File: src/rtl/branch_ctrl_if.sv
// Execute-stage resolve bus between the pipeline and the branch controller.
// The pipeline (master) presents the EX instruction and the branch-unit
// outcome; the controller (slave) answers with redirect and flush requests.
interface branch_ctrl_if #(
    parameter int XLEN = 32
);
    logic            ex_valid;
    logic            ex_is_branch;
    logic [XLEN-1:0] ex_pc;
    logic [XLEN-1:0] ex_imm;
    logic            ex_pred_taken;
    logic            conti;
    logic            redirect_valid;
    logic [XLEN-1:0] redirect_pc;
    logic            flush;

    modport master (
        output ex_valid, ex_is_branch, ex_pc, ex_imm, ex_pred_taken, conti,
        input  redirect_valid, redirect_pc, flush
    );

    modport slave (
        input  ex_valid, ex_is_branch, ex_pc, ex_imm, ex_pred_taken, conti,
        output redirect_valid, redirect_pc, flush
    );
endinterface

File: src/rtl/branch_ctrl.sv
// Branch resolution controller for the EX stage.
// Compares the resolved outcome with the fetch-time prediction, redirects
// fetch and flushes the front of the pipe on a mispredict, trains a 2-bit
// saturating branch history table and keeps saturating perf counters.
module branch_ctrl #(
    parameter int XLEN      = 32,
    parameter int BHT_IDX   = 6,
    parameter int FLUSH_CYC = 2,
    parameter int CNT_W     = 16
) (
    input  logic             clk,
    input  logic             rst,
    input  logic [XLEN-1:0]  if_pc,
    output logic             pred_taken,
    branch_ctrl_if.slave     ex,
    output logic [CNT_W-1:0] branch_cnt,
    output logic [CNT_W-1:0] mispred_cnt
);

    localparam int ENTRIES = 1 << BHT_IDX;
    localparam int SH_W    = (FLUSH_CYC > 1) ? $clog2(FLUSH_CYC) : 1;
    localparam int SH_LOAD = (FLUSH_CYC >= 2) ? FLUSH_CYC - 2 : 0;

    typedef enum logic [1:0] {
        IDLE,
        REDIR,
        SHADOW
    } state_t;

    state_t            state_q, state_d;
    logic [SH_W-1:0]   shadow_q, shadow_d;
    logic              redirect_valid_q, redirect_valid_d;
    logic [XLEN-1:0]   redirect_pc_q, redirect_pc_d;
    logic              flush_q, flush_d;
    logic [CNT_W-1:0]  branch_cnt_q, branch_cnt_d;
    logic [CNT_W-1:0]  mispred_cnt_q, mispred_cnt_d;
    logic [1:0]        bht_q [ENTRIES];
    logic [1:0]        bht_d [ENTRIES];

    logic [BHT_IDX-1:0] if_idx;
    logic [BHT_IDX-1:0] ex_idx;
    logic               resolve;
    logic               mispredict;
    logic [XLEN-1:0]    target;
    logic               if_pc_unused;

    assign if_idx       = if_pc[BHT_IDX+1:2];
    assign ex_idx       = ex.ex_pc[BHT_IDX+1:2];
    assign if_pc_unused = ^{if_pc[XLEN-1:BHT_IDX+2], if_pc[1:0], ex.ex_pc[1:0]};

    // Prediction is a straight table read, so a same-cycle update is not yet visible.
    assign pred_taken = bht_q[if_idx][1];

    assign resolve    = (state_q == IDLE) && ex.ex_valid && ex.ex_is_branch;
    assign mispredict = resolve && (ex.conti != ex.ex_pred_taken);
    assign target     = ex.conti ? (ex.ex_pc + ex.ex_imm) : (ex.ex_pc + XLEN'(4));

    assign ex.redirect_valid = redirect_valid_q;
    assign ex.redirect_pc    = redirect_pc_q;
    assign ex.flush          = flush_q;
    assign branch_cnt        = branch_cnt_q;
    assign mispred_cnt       = mispred_cnt_q;

    // Next-state logic: resolve and train in IDLE, then hold flush through the wrong-path window.
    always_comb begin
        state_d          = state_q;
        shadow_d         = shadow_q;
        redirect_valid_d = 1'b0;
        redirect_pc_d    = redirect_pc_q;
        flush_d          = 1'b0;
        branch_cnt_d     = branch_cnt_q;
        mispred_cnt_d    = mispred_cnt_q;
        bht_d            = bht_q;

        case (state_q)
            IDLE: begin
                if (resolve) begin
                    if (ex.conti && (bht_q[ex_idx] != 2'd3)) begin
                        bht_d[ex_idx] = bht_q[ex_idx] + 2'd1;
                    end else if (!ex.conti && (bht_q[ex_idx] != 2'd0)) begin
                        bht_d[ex_idx] = bht_q[ex_idx] - 2'd1;
                    end
                    if (branch_cnt_q != '1) begin
                        branch_cnt_d = branch_cnt_q + CNT_W'(1);
                    end
                    if (mispredict) begin
                        if (mispred_cnt_q != '1) begin
                            mispred_cnt_d = mispred_cnt_q + CNT_W'(1);
                        end
                        state_d          = REDIR;
                        redirect_valid_d = 1'b1;
                        redirect_pc_d    = target;
                        flush_d          = 1'b1;
                    end
                end
            end
            REDIR: begin
                if (FLUSH_CYC == 1) begin
                    state_d = IDLE;
                end else begin
                    state_d  = SHADOW;
                    shadow_d = SH_W'(SH_LOAD);
                    flush_d  = 1'b1;
                end
            end
            SHADOW: begin
                if (shadow_q == '0) begin
                    state_d = IDLE;
                end else begin
                    shadow_d = shadow_q - SH_W'(1);
                    flush_d  = 1'b1;
                end
            end
            default: begin
                state_d = IDLE;
            end
        endcase
    end

    // State, registered outputs, counters and history table; reset leaves every entry weakly not-taken.
    always_ff @(posedge clk or posedge rst) begin
        if (rst) begin
            state_q          <= IDLE;
            shadow_q         <= '0;
            redirect_valid_q <= 1'b0;
            redirect_pc_q    <= '0;
            flush_q          <= 1'b0;
            branch_cnt_q     <= '0;
            mispred_cnt_q    <= '0;
            for (int i = 0; i < ENTRIES; i++) begin
                bht_q[i] <= 2'b01;
            end
        end else begin
            state_q          <= state_d;
            shadow_q         <= shadow_d;
            redirect_valid_q <= redirect_valid_d;
            redirect_pc_q    <= redirect_pc_d;
            flush_q          <= flush_d;
            branch_cnt_q     <= branch_cnt_d;
            mispred_cnt_q    <= mispred_cnt_d;
            bht_q            <= bht_d;
        end
    end

endmodule

File: src/flat_wrapper.sv
// flat-port wrapper written by rule: the top's interface ports become plain ports
module branch_ctrl_flat 
#(
    parameter int XLEN      = 32,
    parameter int BHT_IDX   = 6,
    parameter int FLUSH_CYC = 2,
    parameter int CNT_W     = 16
)
  (clk, rst, if_pc, pred_taken, branch_cnt, mispred_cnt, ex_ex_valid, ex_ex_is_branch, ex_ex_pc, ex_ex_imm, ex_ex_pred_taken, ex_conti, ex_redirect_valid, ex_redirect_pc, ex_flush);
  branch_ctrl_if #(.XLEN(XLEN)) ex_i ();
  input  logic clk;
  input  logic rst;
  input  logic [XLEN-1:0] if_pc;
  output logic pred_taken;
  output logic [CNT_W-1:0] branch_cnt;
  output logic [CNT_W-1:0] mispred_cnt;
  input wire logic [$bits(ex_i.ex_valid)-1:0] ex_ex_valid;
  input wire logic [$bits(ex_i.ex_is_branch)-1:0] ex_ex_is_branch;
  input wire logic [$bits(ex_i.ex_pc)-1:0] ex_ex_pc;
  input wire logic [$bits(ex_i.ex_imm)-1:0] ex_ex_imm;
  input wire logic [$bits(ex_i.ex_pred_taken)-1:0] ex_ex_pred_taken;
  input wire logic [$bits(ex_i.conti)-1:0] ex_conti;
  output wire logic [$bits(ex_i.redirect_valid)-1:0] ex_redirect_valid;
  output wire logic [$bits(ex_i.redirect_pc)-1:0] ex_redirect_pc;
  output wire logic [$bits(ex_i.flush)-1:0] ex_flush;
  assign ex_i.ex_valid = ex_ex_valid;
  assign ex_i.ex_is_branch = ex_ex_is_branch;
  assign ex_i.ex_pc = ex_ex_pc;
  assign ex_i.ex_imm = ex_ex_imm;
  assign ex_i.ex_pred_taken = ex_ex_pred_taken;
  assign ex_i.conti = ex_conti;
  assign ex_redirect_valid = ex_i.redirect_valid;
  assign ex_redirect_pc = ex_i.redirect_pc;
  assign ex_flush = ex_i.flush;
  branch_ctrl #(.XLEN(XLEN), .BHT_IDX(BHT_IDX), .FLUSH_CYC(FLUSH_CYC), .CNT_W(CNT_W)) u_core (.clk(clk), .rst(rst), .if_pc(if_pc), .pred_taken(pred_taken), .ex(ex_i), .branch_cnt(branch_cnt), .mispred_cnt(mispred_cnt));
endmodule
File: config.mk
export PLATFORM = sky130hd
export DESIGN_NAME = branch_ctrl_flat
export DESIGN_NICKNAME = d
export VERILOG_FILES = /design/src/rtl/branch_ctrl_if.sv /design/src/rtl/branch_ctrl.sv /design/src/flat_wrapper.sv
export SDC_FILE = /design/constraint.sdc
export NUM_CORES = 1
export LEC_CHECK = 0
export ABC_AREA = 1
export BUFFER_PORTS_ARGS = -buffer_cell sky130_fd_sc_hd__buf_2
export CAP_MARGIN = 20
export CORE_MARGIN = 3
export CORE_UTILIZATION = 60
export DETAILED_ROUTE_END_ITERATION = 8
export PLACE_DENSITY_LB_ADDON = 0.2
export SYNTH_ARGS = -nofsm -noshare
export SYNTH_HDL_FRONTEND = slang
export SYNTH_SLANG_ARGS = --single-unit
export TNS_END_PERCENT = 20
File: constraint.sdc
create_clock -name clk -period 15.9 [get_ports clk]
set_input_delay 0.795 -clock clk [delete_from_list [all_inputs] [get_ports clk]]
set_output_delay 0.795 -clock clk [all_outputs]
set_load 0.02 [all_outputs]
==> results <==
- Clock-pin slew was measured on the worst setup and hold paths at ~80 ps.
- The overall track demand over capacity in global routing is about a third.
- The max-slew violation count is 0.
- The first-pass iteration count of the detailed router is 6.
- The biggest fanout along the worst timing path is 27.
- The routed wire length per instance is approximately 16 um.
- The initialized floorplan defines 53 standard-cell rows.
- Dividing total power by cell area gives a power density of 101.6 mW/mm2.
- STA classifies the critical path startpoint as an input pin.
- The tool flagged a number of max-cap violations equal to 0.
- The flip-flop and latch count after synthesis is 196.
- For this design, the sink count on the clock tree is about 200.
- The post-synth design cell area is 0.01307 mm2.
- The I/O pin count is 169.
- The count of H-tree levels built during CTS is 4.
- The number of enable-type register cells in the synthesized netlist is 0.
- The hold buffer count at CTS is 0.
- The number of distinct library cells after synthesis is between 40 and 50.
- For the worst-skew pair, the clock arrives at the later sink with an insertion delay of 440 ps.
- Summed over all cells, the static leakage comes to 7.166 nW.
- The main flop type after synthesis is dfrtp_1.
- By area the synthesized netlist is led by dfrtp_1 (25%), nand2_1 (18%), dfstp_2 (13%).
- The count of buffers from port buffering is 142.
- The global placer's final weighted congestion is 0.9784.
- Once detailed placement completed, the half-perimeter wirelength came to 27,320 um.
- The shortest clock period the worst path allows after layout is around 4300 ps.
- The total negative setup slack is 0 ps.
- After clock tree synthesis, the repair step resized 0 gates.
- The number of vias per cell after detailed routing is 5.754.
- The initial antenna violation count is 0.
- The largest individual stage delay along the critical path comes from the cell nand2_2.
- Data on the critical path is required at its endpoint by 16,200 ps.
- The die covers around 0.024 mm2.
- The count of buffers added by post-CTS timing repair for setup is 0.
- Setup repair after global routing left no endpoint under its margin.
- After global routing the overflow that remains totals 0.
- The die is 153.6 um wide.
- The flow ran to the end, and the final reports show no timing, DRC or antenna violations.
- The first-pass GRT wire length is 62,750 um.
- The average instance area after synthesis is 6.718 um2.
- The DRC violations left is 0.
- For the worst setup path, the data arrival time is 4610 ps.
- The top cell type by area accounts for between 20% and 30% of the synthesized area.
- The vertical extent of the die is 153.6 um.
- The number of hold violations in the final report is 0.
- The sequential area share after synthesis is 38.13%.
- In this design, the stage delay of the slowest critical-path cell is 440 ps.
- Counting both buffers and inverters, the worst setup path holds a total of 5.
- The Yosys step of the flow raised 0 warnings.
- Setup violations remaining at the end of the flow were counted as 0.
- Entering global routing, the biggest net connects 130 pins.
- Among the stages of the critical path, the cell type that occurs most often is nand2_1.
- The via count of the routed design is ~13,000.
- The number of violations reported at the end of detailed-routing iteration 0 is ~1,200.
- The slew of the pin with the lowest slew margin is 911.7 ps.
- The synthesized netlist net count is 2,085.
- Of the cells placed in the final design, the portion with a size suffix greater than 1 is around an eighth.
- In the synthesized netlist the async set-or-reset flop fraction comes to 100.0%.
- Timing would allow up to 0.2318 GHz.
- The worst setup path is captured at a flop.
- The tightest hold path in the finished design has a slack of roughly 440 ps.
- The headroom to the max-slew limit is approximately two fifths.
- After the last flow step, the layout net total stands at 2,194.
- The worst ir drop on vdd is between 0.00007 and 0.00008 V.
- The critical path class is input pin to flop.
- The number of global-route vias before repair is around 12,000.
- The number of antenna diodes in the final layout is 0.
- The CTS buffer count is 17.
- On the critical path the largest part of the delay comes from simple AND/OR/NAND/NOR gates.
- The area growth from synthesis to final layout is 11.02%.
- The area used by multi-input combinational logic is 0.006934 mm2.
- After filler insertion, the fill cell instance count of the layout stands at between 1,500 and 2,000.
- The number of buffers on the longest clock path is 2.
- The final cell utilization of the core is 68.40%.
- The floorplan step defined a core boundary enclosing 0.02122 mm2.
- Walking the worst path, the cells encountered are buf_2 > nand2_1 > nor2_4 > inv_2 > o22ai_1 > nor2_1 > nand2_1 > nand2_1 > nand2_1 > nor2_1 > nand2_2 > inv_1 > ha_1 > nor2_1 > o21bai_1 > nand2_1 > inv_2 > nand2_1 > nor2_1 > inv_1 > nand2_1 > o21ai_1.
- The largest clock skew in the final design is approximately 14 ps.
- The number of nets still failing antenna checks after routing is 0.
- The worst hold path belongs to the class flop to flop.
- The wire length reported by the detailed router is 38,530 um.
- The clock tree from TritonCTS is yes.
- Across the whole layout, storage elements account for 0.004985 mm2.
- The initial utilization of the core area, before any placement, comes to between 60% and 70%.
- Synthesis produced 1,946 cells.
- The clock root buffer is clkbuf_16.
- Total power for the finished layout comes to 1.474 mW.
- The post-route worst setup slack is 11,590 ps.
- The synthesized design spends more area on one cell type than any other, namely dfrtp_1.
- The fraction of the cycle the final worst path needs is a little over a quarter.
- The pre-CTS setup slack is between 10,000 and 15,000 ps.
-- cell families (layout without fill, tap and decap cells) --
kind of cell | Yosys count | count (layout) | share of synthesized area, %
and+or+nand+nor | 1061 | 1061 | 32.98
buffers and inverters | 287 | 409 | 8.852
DFF | 196 | 196 | 38.13
xor gates and xnor gates | 46 | 46 | 3.082
adders and majority gates | 37 | 37 | 3.598
AOI/OAI and AO/OA | 319 | 319 | 13.36
-- worst register-to-register path: stages (launching register included) --
cell and delay, ps:
dfstp_2 530, nor2_1 40, o21ai_0 230, a21oi_1 90, o21ai_0 170, nand2_1 100, nor2_1 120, nand2_2 370
ha_1 370, o21bai_1 130, nand2_1 100, inv_2 180, nand2_1 270, nor2_1 260, inv_1 120, nand2_1 90
o21ai_1 60
-- per-layer routing --
layer / track usage (%) / part of all wire, % / vias up / wire, um
li1: - / - / 6468 / -
met1: 44.19 / 41 / 6204 / 15790
met2: 52.62 / 46 / 684 / 17860
met3: 4.700 / 8.9 / 126 / 3443
met4: 12.45 / 3.7 / 0 / 1435
met5: 0 / 0 / - / 0
-- placed cells by master (no fill, tap or decap), drive strengths merged, types with 2 or more instances in the layout --
cell type,count
nand2,633
nor2,268
inv,231
o21ai,160
buf,149
dfrtp,132
a21oi,87
nand3,83
dfstp,64
ha,36
nor3,30
xor2,30
o22ai,27
nand4,21
clkbuf,18
xnor2,16
nand3b,12
a31oi,10
clkinv,10
nor4,9
a22oi,7
o221ai,7
o21bai,6
o211ai,6
o22a,4
or2,2
and2,2
o2111ai,2
-- Yosys cell counts, types with 2 or more instances --
| library cell | n |
|---|---|
| or2_2 | 2 |
| nand3_2 | 5 |
| xor2_1 | 30 |
| buf_6 | 5 |
| nor2_4 | 2 |
| a31oi_1 | 10 |
| ha_1 | 36 |
| nand3_1 | 77 |
| inv_1 | 218 |
| o21bai_1 | 6 |
| inv_2 | 5 |
| buf_2 | 15 |
| o21ai_1 | 13 |
| inv_4 | 2 |
| o2111ai_1 | 2 |
| dfrtp_1 | 132 |
| o211ai_1 | 6 |
| o221ai_1 | 7 |
| nand4_1 | 21 |
| nand3b_1 | 12 |
| and2_1 | 2 |
| nor2_1 | 266 |
| a22oi_1 | 7 |
| nand2_1 | 632 |
| nor3_1 | 30 |
| dfstp_2 | 64 |
| clkinv_1 | 3 |
| xnor2_1 | 16 |
| o21ai_0 | 147 |
| o22ai_1 | 27 |
| nor4_1 | 9 |
| clkbuf_1 | 34 |
| a21oi_1 | 87 |
| buf_4 | 5 |
| o22a_1 | 4 |
-- area by class of cell --
| cell class | count | share of cell area (%) |
|---|---|---|
| multi-input cells | 1463 | 47.78 |
| well taps | 275 | 2.371 |
| flip-flops and latches | 196 | 34.34 |
| clock buffers | 18 | 3.026 |
| clock inverters | 14 | 1.241 |
| inverters | 228 | 5.983 |
| repair buffers | 149 | 5.259 |
-- report_power, final --
part,switching [mW],internal [mW]
Combinational,0.271,0.122
Clock,0.222,0.231
Sequential,0.0545,0.572
Total,0.548,0.926
-- through the flow --
step,instance area [um2],std cells
detailed placement,13890,2311
global placement,13890,2311
floorplan,13070,1946
finish,14510,2343
CTS,14510,2343
global route,14510,2343
-- worst paths after layout --
kind / cells past startpoint / slack, ps / endpoint / startpoint
worst max-delay path: 22 / 11590 / u_core.bht_q[123]$_DFFE_PP0P_ / ex_ex_pc[4]
worst min-delay path: 1 / 440 / u_core.state_q[1]$_DFFE_PP0P_ / u_core.state_q[1]$_DFFE_PP0P_
worst max register to register: 16 / 12530 / u_core.bht_q[123]$_DFFE_PP0P_ / flop
worst min register to register: 1 / 440 / u_core.state_q[1]$_DFFE_PP0P_ / u_core.state_q[1]$_DFFE_PP0P_
max in group asynchronous: 3 / 13900 / u_core.mispred_cnt[14]$_DFFE_PP0P_ / rst
min in group asynchronous: 2 / 530 / u_core.bht_q[63]$_DFFE_PP0P_ / rst
Power figures use the tool's default switching activity.
